<file path="config.mk">
export PLATFORM = sky130hd
export DESIGN_NAME = response_uart_tx_flat
export DESIGN_NICKNAME = d
export VERILOG_FILES = /design/src/rtl/response_uart_tx_if.sv /design/src/rtl/response_uart_tx.sv /design/src/flat_wrapper.sv
export SDC_FILE = /design/constraint.sdc
export NUM_CORES = 1
export LEC_CHECK = 0
export CAP_MARGIN = 20
export CORE_ASPECT_RATIO = 1.25
export CORE_MARGIN = 4
export CORE_UTILIZATION = 56
export CTS_CLUSTER_SIZE = 20
export DETAILED_ROUTE_END_ITERATION = 8
export MAX_ROUTING_LAYER = met4
export PLACE_DENSITY = 0.79
export SLEW_MARGIN = 20
export SYNTH_ARGS = -nofsm -noshare
export SYNTH_HDL_FRONTEND = slang
export SYNTH_SLANG_ARGS = --single-unit
</file>
<file path="constraint.sdc">
create_clock -name clock -period 2.7 [get_ports clock]
set_input_delay 0.54 -clock clock [delete_from_list [all_inputs] [get_ports clock]]
set_output_delay 0.54 -clock clock [all_outputs]
set_load 0.05 [all_outputs]
</file>
<file path="src/rtl/response_uart_tx_if.sv">
// Response handshake between the control FSM and the response UART transmitter.
// Master presents a 2-byte response with send_request; slave accepts while ready is high.
interface response_uart_tx_if;
  logic       send_request;
  logic [7:0] response_code;
  logic [7:0] response_data;
  logic       ready;

  modport master (
    output send_request,
    output response_code,
    output response_data,
    input  ready
  );

  modport slave (
    input  send_request,
    input  response_code,
    input  response_data,
    output ready
  );
endinterface

</file>
<file path="src/rtl/response_uart_tx.sv">
// Serializes a 2-byte response (code, then data) as two back-to-back UART 8N1 frames.
// All outputs are registered from next-state so the serial line is glitch-free.
module response_uart_tx #(
  parameter int unsigned CLKS_PER_BIT = 5208,
  parameter int unsigned CNT_W        = 13
) (
  input  logic               clock,
  input  logic               reset_n,
  response_uart_tx_if.slave  req,
  output logic               tx_serial,
  output logic               transmission_active,
  output logic               tx_done
);

  typedef enum logic [1:0] {StIdle, StStart, StData, StStop} state_e;

  localparam logic [CNT_W-1:0] CntMax = CNT_W'(CLKS_PER_BIT - 1);

  state_e           state_q, state_d;
  logic [CNT_W-1:0] clk_cnt_q, clk_cnt_d;
  logic [2:0]       bit_idx_q, bit_idx_d;
  logic             byte_idx_q, byte_idx_d;
  logic [7:0]       code_q, code_d;
  logic [7:0]       data_q, data_d;
  logic             tx_q, tx_d;
  logic             ready_q, ready_d;
  logic             active_q, active_d;
  logic             done_q, done_d;

  logic             accept;
  logic             bit_end;
  logic [7:0]       cur_byte;

  assign accept  = req.send_request & ready_q;
  assign bit_end = (clk_cnt_q == CntMax);

  // State register; reset drives the line high asynchronously, aborting any frame.
  always_ff @(posedge clock or negedge reset_n) begin
    if (!reset_n) begin
      state_q    <= StIdle;
      clk_cnt_q  <= '0;
      bit_idx_q  <= '0;
      byte_idx_q <= 1'b0;
      code_q     <= 8'h00;
      data_q     <= 8'h00;
      tx_q       <= 1'b1;
      ready_q    <= 1'b1;
      active_q   <= 1'b0;
      done_q     <= 1'b0;
    end else begin
      state_q    <= state_d;
      clk_cnt_q  <= clk_cnt_d;
      bit_idx_q  <= bit_idx_d;
      byte_idx_q <= byte_idx_d;
      code_q     <= code_d;
      data_q     <= data_d;
      tx_q       <= tx_d;
      ready_q    <= ready_d;
      active_q   <= active_d;
      done_q     <= done_d;
    end
  end

  // Next-state logic
  always_comb begin
    state_d    = state_q;
    clk_cnt_d  = clk_cnt_q;
    bit_idx_d  = bit_idx_q;
    byte_idx_d = byte_idx_q;
    code_d     = code_q;
    data_d     = data_q;

    unique case (state_q)
      StIdle: begin
        if (accept) begin
          code_d     = req.response_code;
          data_d     = req.response_data;
          byte_idx_d = 1'b0;
          bit_idx_d  = '0;
          clk_cnt_d  = '0;
          state_d    = StStart;
        end
      end
      StStart: begin
        if (bit_end) begin
          clk_cnt_d = '0;
          bit_idx_d = '0;
          state_d   = StData;
        end else begin
          clk_cnt_d = clk_cnt_q + 1'b1;
        end
      end
      StData: begin
        if (bit_end) begin
          clk_cnt_d = '0;
          if (bit_idx_q == 3'd7) begin
            state_d = StStop;
          end else begin
            bit_idx_d = bit_idx_q + 1'b1;
          end
        end else begin
          clk_cnt_d = clk_cnt_q + 1'b1;
        end
      end
      StStop: begin
        if (bit_end) begin
          clk_cnt_d = '0;
          bit_idx_d = '0;
          if (!byte_idx_q) begin
            // Second byte starts immediately, no idle gap between bytes.
            byte_idx_d = 1'b1;
            state_d    = StStart;
          end else begin
            byte_idx_d = 1'b0;
            state_d    = StIdle;
          end
        end else begin
          clk_cnt_d = clk_cnt_q + 1'b1;
        end
      end
      default: state_d = StIdle;
    endcase
  end

  // Output logic, evaluated on next-state so outputs change with the state they describe.
  always_comb begin
    cur_byte = byte_idx_d ? data_d : code_d;
    tx_d     = 1'b1;
    unique case (state_d)
      StStart: tx_d = 1'b0;
      StData:  tx_d = cur_byte[bit_idx_d];
      default: tx_d = 1'b1;
    endcase
    ready_d  = (state_d == StIdle);
    active_d = (state_d != StIdle);
    done_d   = (state_q == StStop) && bit_end && byte_idx_q;
  end

  assign req.ready           = ready_q;
  assign tx_serial           = tx_q;
  assign transmission_active = active_q;
  assign tx_done             = done_q;

endmodule

</file>
<file path="src/flat_wrapper.sv">
// flat-port wrapper written by rule: the top's interface ports become plain ports
module response_uart_tx_flat 
#(
  parameter int unsigned CLKS_PER_BIT = 5208,
  parameter int unsigned CNT_W        = 13
)
  (clock, reset_n, tx_serial, transmission_active, tx_done, req_send_request, req_response_code, req_response_data, req_ready);
  response_uart_tx_if req_i ();
  input  logic clock;
  input  logic reset_n;
  output logic tx_serial;
  output logic transmission_active;
  output logic tx_done;
  input wire logic [$bits(req_i.send_request)-1:0] req_send_request;
  input wire logic [$bits(req_i.response_code)-1:0] req_response_code;
  input wire logic [$bits(req_i.response_data)-1:0] req_response_data;
  output wire logic [$bits(req_i.ready)-1:0] req_ready;
  assign req_i.send_request = req_send_request;
  assign req_i.response_code = req_response_code;
  assign req_i.response_data = req_response_data;
  assign req_ready = req_i.ready;
  response_uart_tx #(.CLKS_PER_BIT(CLKS_PER_BIT), .CNT_W(CNT_W)) u_core (.clock(clock), .reset_n(reset_n), .req(req_i), .tx_serial(tx_serial), .transmission_active(transmission_active), .tx_done(tx_done));
endmodule
</file>
# After elaboration in Yosys (flattened, before gate mapping)
# Cells that the tools add are included.
# classes
n_addsub	2
order_cmp	1
eq_ne	8
n_mux	27
bitwise	1
reduce_logical	7
# ops
cell	n
$mux 8	5
$mux 13	2
$pmux 13 s2	1
$add 13x1->13 const B	1
$eq 13x13->1 const B	1
$mux 3	4
$mux 2	5
$pmux 3 s3	1
$pmux 2 s4	1
$eq 2x2->1 const B	3
$mux 1	5
$eq 2x1->1 const B	2
$logic_not 2->1	2
$lt 3x4->1 const B	1
$pmux 1 s2	2
$add 3x1->3 const B	1
$bmux 1 s3	1
$eq 3x3->1 const B	1
$reduce_or 3->1	1
$logic_and 1x1->1	2
$ne 2x1->1 const B	1
$reduce_bool 2->1	1
$reduce_or 2->1	1
$and 1x1->1	1
# word_totals
regBits	39
in_bits	19
out_inout_bits	4
wordCells	56

# Depth between registers and ports, before layout
# logic_depth
word_depth	7
ltp_mapped	11

# Worst setup path after synthesis
# Ideal clock, no wire load.
# synth_timing
kind	reg-to-reg
start	reg u_core.state_q[0]
end	reg u_core.tx_q (netlist: u_core.tx_serial)
setup_time_ps	62
t_arrival_ps	2188
required_ps	2638
slack_ps	450
stages_incl_launch_ff	10
n_path_buf	1
period_less_slack_ps	2250
path_cell_list	dfrtp_1 > inv_1 > ha_1 > buf_2 > a21boi_1 > o21a_1 > a311o_2 > or3b_1 > o2111ai_1 > o221a_1
# synth_between
elab_chain_cells	6
word_cells_on_any_way	21
# synth_lines
element	line	rtl
start, declared	response_uart_tx.sv:19	state_e state_q, state_d;
start signal, assigned	response_uart_tx.sv:40	state_q <= StIdle;
start signal, assigned	response_uart_tx.sv:51	state_q <= state_d;
$eq 2x1->1 or $eq 2x2->1 (tied branches)	response_uart_tx.sv:73	unique case (state_q)
$reduce_or 2->1 (no line)	n/a	
$pmux 3 s3 *	response_uart_tx.sv:73	
named net u_core.bit_idx_d[2]	response_uart_tx.sv:21	logic [2:0] bit_idx_q, bit_idx_d;
$bmux 1 s3 *	response_uart_tx.sv:131	StData: tx_d = cur_byte[bit_idx_d];
$mux 1 (not written as such) *	response_uart_tx.sv:131	
$pmux 1 s2 *	response_uart_tx.sv:129	unique case (state_d)
named net u_core.tx_d	response_uart_tx.sv:25	logic tx_q, tx_d;
end signal, assigned	response_uart_tx.sv:57	tx_q <= tx_d;
end, declared	response_uart_tx.sv:25	
# Mark *: on every way through the listed nets, which the timed path passes. The rest lies on a longest branch. The select of a mux whose other input is x is not followed.
# A chain may end at the register's enable or synchronous reset.

# Worst setup path after layout
# layout_timing
start	reg u_core.clk_cnt_q[8]
end	reg u_core.tx_q (netlist: u_core.tx_serial)
# layout_between
word_cells_on_any_way	16
# layout_lines
element	line	rtl
start, declared	response_uart_tx.sv:20	logic [CNT_W-1:0] clk_cnt_q, clk_cnt_d;
start signal, assigned	response_uart_tx.sv:52	clk_cnt_q <= clk_cnt_d;
$eq 13x13->1 *	response_uart_tx.sv:35	assign bit_end = (clk_cnt_q == CntMax);
$mux 3, on equally long branches	response_uart_tx.sv:85, response_uart_tx.sv:106, response_uart_tx.sv:94	
$pmux 3 s3 *	response_uart_tx.sv:73	
named net u_core.bit_idx_d[1]	response_uart_tx.sv:21	
$bmux 1 s3 *	response_uart_tx.sv:131	
$mux 1 (not written as such) *	response_uart_tx.sv:131	
$pmux 1 s2 *	response_uart_tx.sv:129	
named net u_core.tx_d	response_uart_tx.sv:25	
# Marked as above.

==> key figures <==
Power
  – Clock power share: 38.4%
  – Reg power frac: 58.1%
  – P_leak: 0.001174 uW
  – NetSw: between 150 and 200 uW
  – Int Power: slightly above 800 uW
  – Max VDD drop: 0.2757 mV
  – Power density cells: 395.2 mW/mm2
  – Comb pwr share: 3.6%
  – Sw Share: about 20%

Cells and area
  – P&R area growth vs syn: 17.16%
  – Share of layout cells above drive strength 1: 20.59%
  – Filler cells: 289
  – Nets@finish: ~260
  – Diodes inserted: 0
  – Non-filler cells, final: ~280
  – Final Util: between 60% and 70%

Worst setup path
  – Top delay family on crit path: simple AND/OR/NAND/NOR gates
  – Startpoint Class: flip-flop
  – R2R Path Start: u_core.clk_cnt_q[8]
  – WP data arrival: 2.74 ns
  – Worst-path cell chain: nor4b_2 -> and4_1 -> mux2_2 -> nand2_1 -> or3b_1 -> o2111ai_1 -> o221a_1
  – Crit path capture type: flip-flop
  – Crit-path max FO: 7
  – CP startpoint: u_core.clk_cnt_q[8]
  – Worst EP required: 2.93 ns
  – Setup Crit Path Kind: flip-flop to flip-flop
  – Critical path's largest stage delay: between 0.4 and 0.5 ns
  – CP Buf/Inv Count: 0
  – Crit-path slowest cell: nor4b_2

Route
  – Detailed Routing Iterations Pass 1: 4
  – DRC violations left: 0
  – Initial drt markers: 103
  – Total Wirelength: around 4.7 mm
  – DRT antenna net count: 0
  – Via count: approximately 1.7k
  – Wirelength per Cell: 16.76 um
  – Via/cell ratio: 6.158

Clock network
  – TritonCTS Sinks: 39
  – Clock Tree Buf Depth: 2
  – # resized after CTS: 0
  – Worst-Skew Late Latency: 0.28 ns
  – Setup bufs post-CTS: 0
  – Inserted Clock Buffers: 5
  – Hold_buf cts: 0
  – CTS tree: done
  – Reg clk slew, reported paths: 0.07 ns
  – Htree depth: 2
  – Root buffer cell: clkbuf_8

Logic synthesis
  – EDFF count, synth: 0
  – Most used DFF post-synth: dfrtp_1
  – Post-Syn Instances: 208
  – Distinct cells, synth: between 50 and 60
  – Synthesized area per cell: 10.45 um2
  – Area fraction of the dominant cell type after synthesis: 42.60%
  – Synth warn: 0
  – Syn Std Cell Area: 0.002173 mm2
  – Post-synth ARST share: 100.0%
  – Synth Net Count: 234
  – Synth top area cells: dfrtp_1 (43%), mux2_2 (9.3%), o21ai_0 (5.3%)
  – Flops & latches, synth: 39
  – Post-synth top area cell: dfrtp_1
  – Seq/Total Area, Yosys: roughly 45%

Global route
  – Initial antenna violation count: 0
  – GRT overflow: 0
  – Vias in the first global route: 1,699
  – Pin count of the biggest net entering global routing: 40
  – First-pass GRT wire length: 7.893 mm
  – Total GRT Usage: 20.79%

STA
  – RSZ-0062 raised after global routing: false
  – Final Slew Violations: 0
  – Worst-margin pin slew: 0.8384 ns
  – Fin crit share: 93.01%
  – Hold Fails Final Rpt: 0
  – Skew final: 0.005555 ns
  – Slew margin rel.: between 40 and 50%
  – Final Critical Period: around 2.5 ns
  – Fmax: 0.3982 GHz
  – Setup TNS: 0 ns
  – Final WS setup: 0.1889 ns
  – Final Setup Violations: 0

Outcome
  – Outcome: complete, no violations

Floorplan
  – Die area: between 0.004 and 0.005 mm2
  – Num ports: 23
  – # rows: 25
  – Initial core utilization: around 58%
  – Core region area: 0.003754 mm2
  – Die Y: between 70 and 80 um
  – Die width: 63.72 um

Min path
  – Hold Path Class: input pin to async pin

Placed design
  – Placed insts: 271
  – GP Congestion: 0.8404
  – Post-Place Setup Slack: 0.1826 ns
  – Port-buffer cells: 22
  – Hpwl dp: roughly 3.4 mm

Flow run
  – Max_cap viols: 0
synthesized netlist by cell type, types with 3 or more instances:
cell type   n
o21ai_0    23
and3_1      3
mux2_2     18
clkbuf_1    3
o2111ai_1   3
nand3_1     8
nand4_1     4
a21oi_1     4
nand3b_1    4
nand2_1    20
ha_1        7
mux2i_1     6
dfrtp_1    37
and3_2      3
nor2_1     10
inv_1       8
final timing paths:
kind / endpoint / slack, ns / cells past startpoint
max in group asynchronous: u_core.clk_cnt_q[9] / 1.81 / 1
setup reg to reg: u_core.tx_serial / 0.19 / 7
min in group clock: u_core.data_q[5] / 0.50 / 1
hold / removal: u_core.state_q[1] / 0.35 / 1
setup / recovery: u_core.tx_serial / 0.19 / 7
hold reg to reg: u_core.data_q[5] / 0.50 / 1
layout make-up:
| cell class | instances | area [um2] | area share, % |
|---|---|---|---|
| timing repair buffer | 29 | 267.8 | 10.52 |
| inverter | 8 | 30.03 | 1.179 |
| clock buffer | 6 | 82.58 | 3.243 |
| multi-input combinational | 155 | 1132 | 44.47 |
| tap | 40 | 50.05 | 1.966 |
| clock inverter | 1 | 5.005 | 0.1966 |
| sequential | 39 | 978.4 | 38.43 |
through the flow:
stage | hold slack (ns) | area [um2] | power (uW)
4_1_cts | 0.3852 | 2546 | 1024
3_3_place_gp | 0.4798 | 2459 | 632.2
6_report | 0.3531 | 2546 | 1006
3_5_place_dp | 0.4883 | 2459 | 632.5
2_1_floorplan | 0.2444 | 2173 | 595.6
5_1_grt | 0.4149 | 2546 | 1052
routing by layer:
metal  global-route usage, %  routed length [um]  vias up
met1                   24.08                1945      828
met4                   8.423                 135        0
met3                   4.920                 179       16
met2                   34.59                2398       40
li1                        -                   -      828
met5                       -                   0        -
layout by cell type, fill, tap and decap left out, types with 3 or more instances in the layout:
cell and n:
a21oi_1 4, buf_4 7, nand2_1 20, nand4_1 4, inv_1 8, and3_1 3, mux2i_1 6, nand3b_1 4
dfrtp_1 37, nor2_1 10, o2111ai_1 3, o21ai_0 23, clkbuf_8 6, ha_1 7, and3_2 3, mux2_2 18
clkdlybuf4s50_1 21, nand3_1 8
state kept, by name (all words and copies together), names as in the netlist:
name,flops
u_core.bit_idx_q,3
u_core.req.ready,1
u_core.data_q,8
u_core.code_q,8
u_core.byte_idx_q,1
u_core.tx_done,1
u_core.state_q,2
u_core.tx_serial,1
u_core.clk_cnt_q,13
u_core.transmission_active,1
logic make-up (layout without fill, tap and decap cells):
kind of cell               after synthesis  in the layout  share of synthesized area [%]
adders and majority gates                7              7                          4.030
buffers and inverters                   14             44                          2.879
DFF                                     39             39                          45.02
muxes                                   25             25                          12.78
AOI/OAI and AO/OA                       49             49                          15.20
and+or+nand+nor                         74             74                          20.09
power groups by stage:
stage	logic (uW)	registers, uW	clock network (uW)
after floorplan	0.261	595	0
after global routing	40.2	584	428
after global placement	37.1	595	0
after CTS	37.4	584	402
final	35.9	584	386
after detailed placement	37.3	595	0
No activity file was read; power rests on OpenSTA's default activity.
